File: src/rtl/pp_frame_sequencer_if.sv
// Handshake and result-tracking bundle between the frame sequencer, the
// upstream pixel source, the controlled disparity stage and downstream logic.
interface pp_frame_sequencer_if #(
  parameter int CW = 10,
  parameter int RW = 9
) ();

  logic          in_valid;
  logic          in_ready;
  logic          out_ready;
  logic          clken;
  logic          enable;
  logic          dp_valid;
  logic [CW-1:0] out_col;
  logic [RW-1:0] out_row;
  logic          out_eol;
  logic          out_eof;

  // Sequencer side: owns the pipeline controls and the result position.
  modport master (
    input  in_valid, out_ready, dp_valid,
    output in_ready, clken, enable, out_col, out_row, out_eol, out_eof
  );

  // Environment side: pixel source, stage and downstream consumer.
  modport slave (
    output in_valid, out_ready, dp_valid,
    input  in_ready, clken, enable, out_col, out_row, out_eol, out_eof
  );

endinterface

File: src/rtl/pp_frame_sequencer.sv
// Frame sequencer for the disparity-selection stage: feeds one frame of
// pixels, flushes the stage with bubbles, and labels every result with its
// raster position plus end-of-line / end-of-frame markers.
module pp_frame_sequencer #(
  parameter int IMG_W    = 640,
  parameter int IMG_H    = 480,
  parameter int CW       = 10,
  parameter int RW       = 9,
  parameter int PIPE_LAT = 7
) (
  input  logic                  clk,
  input  logic                  rst,
  input  logic                  start,
  pp_frame_sequencer_if.master  bus,
  output logic                  busy,
  output logic                  done,
  output logic                  err
);

  localparam int FW = $clog2(PIPE_LAT + 1);

  typedef enum logic [1:0] {
    ST_IDLE  = 2'd0,
    ST_RUN   = 2'd1,
    ST_FLUSH = 2'd2,
    ST_DONE  = 2'd3
  } state_t;

  state_t          r_state;
  state_t          w_next;
  logic [CW-1:0]   r_in_col;
  logic [RW-1:0]   r_in_row;
  logic [CW-1:0]   r_out_col;
  logic [RW-1:0]   r_out_row;
  logic            r_out_full;
  logic [FW-1:0]   r_flush_cnt;
  logic            r_err;

  logic            w_in_ready;
  logic            w_clken;
  logic            w_enable;
  logic            w_done;
  logic            w_in_last;
  logic            w_out_last;
  logic            w_count;
  logic            w_frame_go;

  assign w_in_last  = (r_in_col == CW'(IMG_W - 1)) && (r_in_row == RW'(IMG_H - 1));
  assign w_out_last = (r_out_col == CW'(IMG_W - 1)) && (r_out_row == RW'(IMG_H - 1));
  assign w_count    = bus.dp_valid & w_clken;
  assign w_frame_go = (r_state == ST_IDLE) && start;

  // State register.
  // NOTE: reset is synchronous, so it lives inside the clocked branch and
  // start arriving together with rst==0 simply loses.
  always_ff @(posedge clk) begin
    if (!rst) r_state <= ST_IDLE;
    else      r_state <= w_next;
  end

  // Next-state and pipeline control decode.
  // NOTE: every output of this block is defaulted first so no path can
  // leave a value unassigned and infer a latch.
  always_comb begin
    w_next     = r_state;
    w_in_ready = 1'b0;
    w_clken    = 1'b0;
    w_enable   = 1'b0;
    w_done     = 1'b0;
    unique case (r_state)
      ST_IDLE: begin
        if (start) w_next = ST_RUN;
      end
      ST_RUN: begin
        w_in_ready = bus.out_ready;
        w_clken    = bus.in_valid & bus.out_ready;
        w_enable   = w_clken;
        if (w_clken && w_in_last) w_next = ST_FLUSH;
      end
      ST_FLUSH: begin
        // Bubbles: the stage advances but enable stays low.
        w_clken = bus.out_ready;
        if (w_clken && (r_flush_cnt == FW'(1))) w_next = ST_DONE;
      end
      ST_DONE: begin
        w_done = 1'b1;
        w_next = ST_IDLE;
      end
      default: w_next = ST_IDLE;
    endcase
  end

  // Input/output raster counters and flush countdown.
  // NOTE: sequential state uses non-blocking assignments only, so every
  // register samples the pre-edge values regardless of statement order.
  always_ff @(posedge clk) begin
    if (!rst) begin
      r_in_col    <= '0;
      r_in_row    <= '0;
      r_out_col   <= '0;
      r_out_row   <= '0;
      r_out_full  <= 1'b0;
      r_flush_cnt <= '0;
    end else if (w_frame_go) begin
      r_in_col    <= '0;
      r_in_row    <= '0;
      r_out_col   <= '0;
      r_out_row   <= '0;
      r_out_full  <= 1'b0;
    end else begin
      if (w_enable) begin
        if (r_in_col == CW'(IMG_W - 1)) begin
          r_in_col <= '0;
          r_in_row <= (r_in_row == RW'(IMG_H - 1)) ? '0 : r_in_row + RW'(1);
        end else begin
          r_in_col <= r_in_col + CW'(1);
        end
      end

      if ((r_state == ST_RUN) && w_clken && w_in_last)
        r_flush_cnt <= FW'(PIPE_LAT);
      else if ((r_state == ST_FLUSH) && w_clken)
        r_flush_cnt <= r_flush_cnt - FW'(1);

      if (w_count) begin
        if (r_out_col == CW'(IMG_W - 1)) begin
          r_out_col <= '0;
          r_out_row <= (r_out_row == RW'(IMG_H - 1)) ? '0 : r_out_row + RW'(1);
        end else begin
          r_out_col <= r_out_col + CW'(1);
        end
        if (w_out_last) r_out_full <= 1'b1;
      end
    end
  end

  // Sticky error: a result beyond the frame, or any valid while idle.
  always_ff @(posedge clk) begin
    if (!rst)
      r_err <= 1'b0;
    else if (w_frame_go)
      r_err <= 1'b0;
    else if ((w_count && r_out_full) || ((r_state == ST_IDLE) && bus.dp_valid))
      r_err <= 1'b1;
  end

  assign bus.in_ready = w_in_ready;
  assign bus.clken    = w_clken;
  assign bus.enable   = w_enable;
  assign bus.out_col  = r_out_col;
  assign bus.out_row  = r_out_row;
  assign bus.out_eol  = bus.dp_valid & (r_out_col == CW'(IMG_W - 1));
  assign bus.out_eof  = bus.out_eol & (r_out_row == RW'(IMG_H - 1));

  assign busy = (r_state != ST_IDLE);
  assign done = w_done;
  assign err  = r_err;

endmodule

File: src/flat_wrapper.sv
// flat-port wrapper written by rule: the top's interface ports become plain ports
module pp_frame_sequencer_flat 
#(
  parameter int IMG_W    = 640,
  parameter int IMG_H    = 480,
  parameter int CW       = 10,
  parameter int RW       = 9,
  parameter int PIPE_LAT = 7
)
  (clk, rst, start, busy, done, err, bus_in_valid, bus_out_ready, bus_dp_valid, bus_in_ready, bus_clken, bus_enable, bus_out_col, bus_out_row, bus_out_eol, bus_out_eof);
  pp_frame_sequencer_if #(.CW(CW), .RW(RW)) bus_i ();
  input  logic clk;
  input  logic rst;
  input  logic start;
  output logic busy;
  output logic done;
  output logic err;
  input wire logic [$bits(bus_i.in_valid)-1:0] bus_in_valid;
  input wire logic [$bits(bus_i.out_ready)-1:0] bus_out_ready;
  input wire logic [$bits(bus_i.dp_valid)-1:0] bus_dp_valid;
  output wire logic [$bits(bus_i.in_ready)-1:0] bus_in_ready;
  output wire logic [$bits(bus_i.clken)-1:0] bus_clken;
  output wire logic [$bits(bus_i.enable)-1:0] bus_enable;
  output wire logic [$bits(bus_i.out_col)-1:0] bus_out_col;
  output wire logic [$bits(bus_i.out_row)-1:0] bus_out_row;
  output wire logic [$bits(bus_i.out_eol)-1:0] bus_out_eol;
  output wire logic [$bits(bus_i.out_eof)-1:0] bus_out_eof;
  assign bus_i.in_valid = bus_in_valid;
  assign bus_i.out_ready = bus_out_ready;
  assign bus_i.dp_valid = bus_dp_valid;
  assign bus_in_ready = bus_i.in_ready;
  assign bus_clken = bus_i.clken;
  assign bus_enable = bus_i.enable;
  assign bus_out_col = bus_i.out_col;
  assign bus_out_row = bus_i.out_row;
  assign bus_out_eol = bus_i.out_eol;
  assign bus_out_eof = bus_i.out_eof;
  pp_frame_sequencer #(.IMG_W(IMG_W), .IMG_H(IMG_H), .CW(CW), .RW(RW), .PIPE_LAT(PIPE_LAT)) u_core (.clk(clk), .rst(rst), .start(start), .bus(bus_i), .busy(busy), .done(done), .err(err));
endmodule
File: config.mk
export PLATFORM = sky130hd
export DESIGN_NAME = pp_frame_sequencer_flat
export DESIGN_NICKNAME = d
export VERILOG_FILES = /design/src/rtl/pp_frame_sequencer_if.sv /design/src/rtl/pp_frame_sequencer.sv /design/src/flat_wrapper.sv
export SDC_FILE = /design/constraint.sdc
export NUM_CORES = 1
export LEC_CHECK = 0
export ABC_AREA = 1
export BUFFER_PORTS_ARGS = -buffer_cell sky130_fd_sc_hd__buf_2
export CAP_MARGIN = 20
export CORE_AREA = 2 2 81 90
export CTS_BUF_LIST = sky130_fd_sc_hd__clkbuf_2 sky130_fd_sc_hd__clkbuf_4 sky130_fd_sc_hd__clkbuf_8
export CTS_CLUSTER_SIZE = 16
export DETAILED_ROUTE_END_ITERATION = 10
export DIE_AREA = 0 0 83 92
export GPL_TIMING_DRIVEN = 1
export HOLD_SLACK_MARGIN = 0.05
export PLACE_DENSITY_LB_ADDON = 0.3
export SYNTH_ARGS = -nofsm -noshare
export SYNTH_HDL_FRONTEND = slang
export SYNTH_SLANG_ARGS = --single-unit
File: constraint.sdc
create_clock -name clk -period 1.6 [get_ports clk]
set_input_delay 0.32 -clock clk [delete_from_list [all_inputs] [get_ports clk]]
set_output_delay 0.32 -clock clk [all_outputs]
set_load 0.005 [all_outputs]
**Word level (Yosys, flattened, before mapping)**

Index checks and enable logic that the tools add are counted.

- Add/subtract/negate cells: 5
- Equal/unequal tests: 11
- Multiplexer cells: 14
- Bitwise logic cells: 6
- Reduce and logical (&&, ||, !) cells: 20

Operators by type and width:

| kind | count |
|---|---|
| $add 10x1->10 const B | 2 |
| $eq 10x10->1 const B | 2 |
| $mux 10 | 2 |
| $add 9x1->9 const B | 2 |
| $eq 9x9->1 const B | 2 |
| $mux 9 | 2 |
| $logic_and 1x1->1 | 10 |
| $pmux 2 s4 | 1 |
| $reduce_and 2->1 | 4 |
| $mux 2 | 3 |
| $mux 3 | 2 |
| $and 1x1->1 | 4 |
| $eq 2x2->1 const B | 2 |
| $ne 2x1->1 const B | 2 |
| $reduce_bool 2->1 | 2 |
| $eq 3x1->1 const B | 1 |
| $mux 1 | 3 |
| $reduce_and 3->1 | 1 |
| $sub 3x1->3 const B | 1 |
| $eq 2x1->1 const B | 1 |
| $logic_not 2->1 | 1 |
| $ne 2x2->1 const B | 1 |
| $not 1->1 | 2 |
| $pmux 1 s2 | 1 |
| 2 further kinds | 2 |

- Bits in registers: 45
- Input port bits: 6
- Output and inout port bits: 27
- Word-level logic and storage cells: 64

**Depth between registers and ports, before layout**

Gate-level depths: netlist of the first run.

- Word-level depth: 6
- Gate-level depth with buffers: 11
- Depth with buffers taken out: 11

**Worst setup path before layout of the first run**

No wires, ideal clock.

- Kind: register -> output
- Start point: register u_core.r_out_row[0], in the netlist u_core.bus.out_row[0]
- End point: output port bus_out_eof
- Arrival time: 1176 ps
- Data required time: 1280 ps
- Setup slack: 104 ps
- Cell stages (with the launch flop): 6
- Buffers on the path: 0
- Cells stage by stage: dfxtp_1 > ha_1 > nand2_1 > nor2_1 > nand2_1 > nor3_1

- Longest elaborated chain between the ends: 2

Ends and longest elaborated chain:

| element | RTL line | RTL |
|---|---|---|
| start, declared | pp_frame_sequencer.sv:34 | `logic [RW-1:0] r_out_row;` |
| start signal, assigned | pp_frame_sequencer.sv:128 | `r_out_row <= (r_out_row == RW'(IMG_H - 1)) ? '0 : r_out_row + RW'(1);` |
| $eq 9x9->1 | pp_frame_sequencer.sv:153 | `assign bus.out_eof = bus.out_eol & (r_out_row == RW'(IMG_H - 1));` |
| $and 1x1->1 | pp_frame_sequencer.sv:153 |  |
| end, declared | flat_wrapper.sv:27 | `output wire logic [$bits(bus_i.out_eof)-1:0] bus_out_eof;` |

Every way passes these cells.

**Worst setup path in the final report of the first run**

- Start point: register u_core.r_out_col[1], in the netlist u_core.bus.out_col[1]
- End point: output port bus_out_eof

- Longest elaborated chain between the ends: 3

Ends and longest elaborated chain:

| element | RTL line | RTL |
|---|---|---|
| start, declared | pp_frame_sequencer.sv:33 | `logic [CW-1:0] r_out_col;` |
| start signal, assigned | pp_frame_sequencer.sv:130 | `r_out_col <= r_out_col + CW'(1);` |
| $eq 10x10->1 | pp_frame_sequencer.sv:152 | `assign bus.out_eol = bus.dp_valid & (r_out_col == CW'(IMG_W - 1));` |
| $and 1x1->1 | pp_frame_sequencer.sv:152 |  |
| $and 1x1->1 | pp_frame_sequencer.sv:153 |  |

Every way passes these cells.

==> metrics, run 1 <==
status=finished with violations; failing checks=negative setup slack; Avg Inst Size Synth=6.84 um2; routed vias=2,763; DRT iter0 DRCs=91; clk_lat worst skew=0.30 ns; buffer depth of the longest clock path=2; Final ANT Viol Nets=0; Worst VDD drop=0.478 mV; Pwr Total=2.80 mW; IO buf count=32; top-count cell post-synth=nand2_1; GPL Wtd Cong=0.876; worst hold slack=0.289 ns; Via-to-Cell Ratio=5.01; Final TNS setup=-0.479 ns; MaxCap Viol Count=0; Post-Place Cells=520; EDFF count, synth=0; nets=482; Area Overhead vs Synth=38.9%; Mapped Area=2610 um2; Worst Hold Path Cells=3; R2R Path Start=u_core.bus.out_col[1]; Post-Place Cell Area=3040 um2; DP Wirelength=4.70 mm; synth top area cells=dfxtp_1 (34%), nand2_1 (13%), nor2_1 (6.7%); worst reg-to-reg setup slack=-0.15 ns; power per standard cell area=771 nW/um2; share of cells above drive strength 1=36.2%; final worst slack=-0.164 ns; HP Start=rst; DRT Pass-1 Iters=4; Worst Hold End=u_core.r_flush_cnt[1]; FF-to-FF End=u_core.bus.out_col[8]; final WL=6.87 mm; initial antenna violation count=0; critical path class=reg -> out; element type at the critical path end=primary output; Net Count, Synth=398; Die ar.=7640 um2; Root Driver=clkbuf_8; fin cells=552; Cell variety after synth=39; fraction of registers with async set/reset=0%; most frequently used flop master after synthesis=dfxtp_1; Leakage=1.61 nW; sequential element share of the synthesized area=34.5%; CP Launch Type=register; Die Span X=83 um; worst r2r path cells=14; Tcrit/Tclk final=110%; commonest cells in the synthesized netlist=nand2_1 (92), nor2_1 (47), dfxtp_1 (45); WP data arrival=1.44 ns; clock sinks=45; Slew Viols, Final=0; Tot GR Track Use=17.4%; CTS tree=yes; total clock buffers created by CTS=5; top-area cell type share of the netlist area=34.5%; relative slew slack=76.2%; vias in the first global route=2,543; Synth area leader=dfxtp_1; final instance area=3630 um2; fmax=567 MHz; total grt overflow=0; post-synthesis sequential element count=45; Clock transition at path regs=0.09 ns; # diodes=0; Die Y=92 um; Crit Path Max Fanout=2; post-synthesis cell count=382; row cnt=32; minimum clock period=1.76 ns; Setup-failing EPs final=4; largest net degree at the start of global routing=18; Hold Crit Class=in -> reg; Critical Path RT=1.28 ns; Core ar.=6850 um2; Clock Skews=0.00987 ns; Initial Util=38.2%; synth warn=0; first-pass GRT wire length=11.1 mm; Hold Buf Count CTS=0; wire per inst=12.4 um; RSZ-0062 raised after global routing=true; Worst Tran Pin Value=0.357 ns; Hold Vio Cnt, Final=0; IO Pins=33; DRC Markers=0; H-Tree Depth=2
-- worst max-delay path: stages (launching register included) --
cell	delay [ns]
dfxtp_2	0.36
ha_4	0.15
nand2_4	0.06
nor2_4	0.11
nand4_1	0.13
nor3_1	0.20
buf_2	0.14
-- cell usage in the layout (no fill, tap or decap), types with 8 or more instances in the layout --
cell / n
buf_4: 43
nand3_1: 25
buf_2: 30
inv_2: 11
nor2_1: 42
nand4_1: 15
dfxtp_2: 8
nor3_1: 9
inv_1: 36
dfxtp_1: 34
nand2_1: 78
a21oi_1: 30
nand2_2: 11
-- stage by stage --
stage,setup WS [ns],util [%]
6_report,-0.164,53.0
5_1_grt,-0.267,53.0
4_1_cts,-0.149,50.0
3_5_place_dp,0.0466,44.5
3_3_place_gp,0.0880,44.5
2_1_floorplan,0.104,-
-- registers in the layout, summed over array words and instances (netlist names) --
register,count
u_core.bus.out_col,10
u_core.r_in_col,10
u_core.bus.out_row,9
u_core.r_in_row,9
u_core.r_flush_cnt,3
u_core.r_state,2
u_core.err,1
u_core.r_out_full,1
-- repair_timing --
item / CTS / global route
pin swaps: 9 / 28
resized for setup: 40 / 38
setup endpoints to repair: 5 / 19
setup buffers: 15 / 12
-- report_power, final --
part / switching (mW) / leakage (nW) / internal (mW)
Combinational: 0.402 / 1.18 / 0.312
Clock: 0.413 / 0.0543 / 0.468
Sequential: 0.0403 / 0.369 / 1.16
-- worst max path at each step --
stage / from / to / slack [ns] / depth (start not counted)
2_1_floorplan: u_core.bus.out_row[0] / bus_out_eof / 0.10 / 5
3_3_place_gp: u_core.bus.out_row[0] / bus_out_eof / 0.09 / 6
3_5_place_dp: u_core.r_state[1] / u_core.bus.out_row[8] / 0.05 / 10
4_1_cts: u_core.bus.out_col[4] / bus_out_eol / -0.15 / 7
5_1_grt: u_core.bus.out_col[5] / u_core.bus.out_col[8] / -0.27 / 13
6_report: u_core.bus.out_col[1] / bus_out_eof / -0.16 / 6
-- cell type report --
cell class                      instances  area, um2
Inverter                               53        218
Timing Repair Buffer                   81        572
Clock inverter                          3       46.3
Fill cell                             656       3220
Tap cell                               85        106
Multi-Input combinational cell        280       1700
Sequential cell                        45        922
Clock buffer                            5       68.8
-- logic make-up (layout without fill, tap and decap cells) --
logic type	after synthesis	in the layout	share of synthesized area, %
AND/OR/NAND/NOR	223	223	41.7
buffers and inverters	57	142	8.66
flip-flops	45	45	34.5
AO/OA/AOI/OAI	42	42	8.66
adder cells (fa/ha/maj)	10	10	4.79
XOR/XNOR	5	5	1.68
-- metal layers --
layer  GRT usage (%)  vias up  share of wire, %
met4            6.28        0               1.6
met2            31.5       56                53
met1            20.2     1282                42
met5               0        -                 0
met3            3.51       11               3.5
li1                -     1414                 -
(Power assumes the default switching activity.)
==> run 2: changes to the inputs <==
Settings changed: RECOVER_POWER set to 50.
==> metrics, run 2 (same netlist as run 1, synthesis figures left out) <==
worst-path cell chain=ha_4 -> nand2_4 -> nor2_4 -> nand4_1 -> nor3_1 -> buf_2 (unchanged); cell family with most CP delay=simple AND/OR/NAND/NOR gates (unchanged); Clock Skews=0.00915 ns (was 0.00987 ns); R2R Path Start=u_core.bus.out_col[1] (unchanged); IO buf count=32 (unchanged); Max stage delay on crit path=0.36 ns (about the same); Via-to-Cell Ratio=5.02 (was 5.01); most frequent cells in the layout=nand2_1 (78), nor2_1 (42), buf_4 (41) (was nand2_1 (78), buf_4 (43), nor2_1 (42)); Flop pwr share=42.9% (was 43.0%); # diodes=0 (unchanged); row cnt=32 (unchanged); WP data arrival=1.45 ns (was 1.44 ns); Slew Viols, Final=0 (unchanged); commonest non-fill, non-tap cell in the layout=nand2_1 (unchanged); combinational share of power=25.4% (was 25.5%); Leakage=1.60 nW (was 1.61 nW); nets=482 (unchanged); Tcrit/Tclk final=110% (about the same); largest net degree at the start of global routing=18 (unchanged); worst r2r path cells=14 (unchanged); Die Span X=83 um (unchanged); DRC Markers=0 (unchanged); Core ar.=6850 um2 (unchanged); routed vias=2,769 (was 2,763); RSZ-0062 raised after global routing=true (unchanged); initial antenna violation count=0 (unchanged); Post-Place Cells=520 (unchanged); worst reg-to-reg setup slack=-0.15 ns (about the same); clock sinks=45 (unchanged); Worst Hold Path Cells=3 (unchanged); worst hold slack=0.285 ns (was 0.289 ns); status=finished with violations (unchanged); Pint=1.94 mW (about the same); first-pass GRT wire length=11.1 mm (unchanged); fin cells=552 (unchanged); final instance area=3620 um2 (was 3630 um2); Tot GR Track Use=17.4% (unchanged); Sw Share=30.7% (was 30.6%); Worst Setup EP=bus_out_eof (unchanged); Critical Path RT=1.28 ns (about the same); Worst Tran Pin Value=0.371 ns (was 0.357 ns); DRT iter0 DRCs=74 (was 91); Root Driver=clkbuf_8 (unchanged); Hold Crit Class=in -> reg (unchanged); vias in the first global route=2,543 (unchanged); buffer depth of the longest clock path=2 (unchanged); failing checks=negative setup slack (unchanged); Initial Util=38.2% (unchanged); Clk pwr share=31.6% (was 31.5%); IO Pins=33 (unchanged); Clock transition at path regs=0.09 ns (about the same); DP Wirelength=4.70 mm (unchanged); buffer and inverter count on the worst path=1 (unchanged); Worst path slowest cell=dfxtp_2 (unchanged); Area Overhead vs Synth=38.3% (was 38.9%); Hold Vio Cnt, Final=0 (unchanged); total clock buffers created by CTS=5 (unchanged); Final ANT Viol Nets=0 (unchanged); wire per inst=12.4 um (about the same); FF-to-FF End=u_core.bus.out_col[8] (unchanged); MaxCap Viol Count=0 (unchanged); fin util=52.8% (was 53.0%); Filler cells=659 (was 656); Crit Path Max Fanout=2 (unchanged); Setup-failing EPs final=4 (unchanged); relative slew slack=75.2% (was 76.2%); Hold Buf Count CTS=0 (unchanged); Post-Place Cell Area=3040 um2 (unchanged); CTS tree=yes (unchanged); crit path launch=u_core.bus.out_col[1] (unchanged); share of cells above drive strength 1=35.3% (was 36.2%); fmax=566 MHz (was 567 MHz); element type at the critical path end=primary output (unchanged); DRT Pass-1 Iters=4 (unchanged); H-Tree Depth=2 (unchanged); CP Launch Type=register (unchanged); critical path depth in cells=6 (unchanged); P_sw=859 uW (was 856 uW); final worst slack=-0.167 ns (was -0.164 ns); Die Y=92 um (unchanged); power per standard cell area=775 nW/um2 (was 771 nW/um2); Worst VDD drop=0.478 mV (about the same); clk_lat worst skew=0.31 ns (was 0.30 ns); total grt overflow=0 (unchanged); Die ar.=7640 um2 (unchanged); minimum clock period=1.77 ns (was 1.76 ns); critical path class=reg -> out (unchanged); GPL Wtd Cong=0.876 (unchanged); final WL=6.87 mm (about the same)
-- run 2: routing by layer --
metal / share of wire (%) / vias up / GRT usage, %
met5: 0 / - / 0
met2: 52 / 54 / 31.5
met4: 2.4 / 0 / 6.28
li1: - / 1412 / -
met3: 3.2 / 18 / 3.51
met1: 42 / 1285 / 20.2
-- run 2: worst min-delay path, cell delays in order --
cell and delay (ns):
buf_2 0.13, nand2_1 0.07, nor2_1 0.03
-- run 2: metrics by stage --
stage | power (mW) | setup WS [ns] | TNS [ns]
3_3_place_gp | 1.71 | 0.0880 | 0
2_1_floorplan | 1.54 | 0.104 | 0
5_1_grt | 2.94 | -0.267 | -0.968
3_5_place_dp | 1.71 | 0.0466 | 0
6_report | 2.80 | -0.167 | -0.482
4_1_cts | 2.73 | -0.149 | -0.313
-- run 2: cell type report --
class	count	area, um2	area share, %
sequential	45	922	25.5
timing repair buffer	81	563	15.6
clock buffer	5	68.8	1.90
multi-input combinational	280	1690	46.8
clock inverter	3	46.3	1.28
tap	85	106	2.94
inverter	53	218	6.02
-- run 2: how the worst min path moves through the flow --
stage	to	slack, ns	from
3_5_place_dp	u_core.r_out_full	0.47	u_core.r_out_full
2_1_floorplan	u_core.r_flush_cnt[2]	0.44	rst
4_1_cts	u_core.r_flush_cnt[2]	0.28	rst
6_report	u_core.r_flush_cnt[1]	0.28	rst
5_1_grt	u_core.r_flush_cnt[0]	0.29	rst
3_3_place_gp	u_core.r_out_full	0.46	u_core.r_out_full
-- run 2: repair_timing --
item,CTS,global route
buffers inserted,15,12
gates resized for setup,40,38
pin swaps,9,28
setup endpoints to repair,5,19
-- run 2: power by group through the flow --
stage	sequential (mW)	combinational, mW	clock, mW
final	1.20	0.712	0.886
after floorplan	1.20	0.336	0
after detailed placement	1.20	0.506	0
after CTS	1.21	0.621	0.903
after global placement	1.20	0.507	0
after global routing	1.21	0.788	0.946
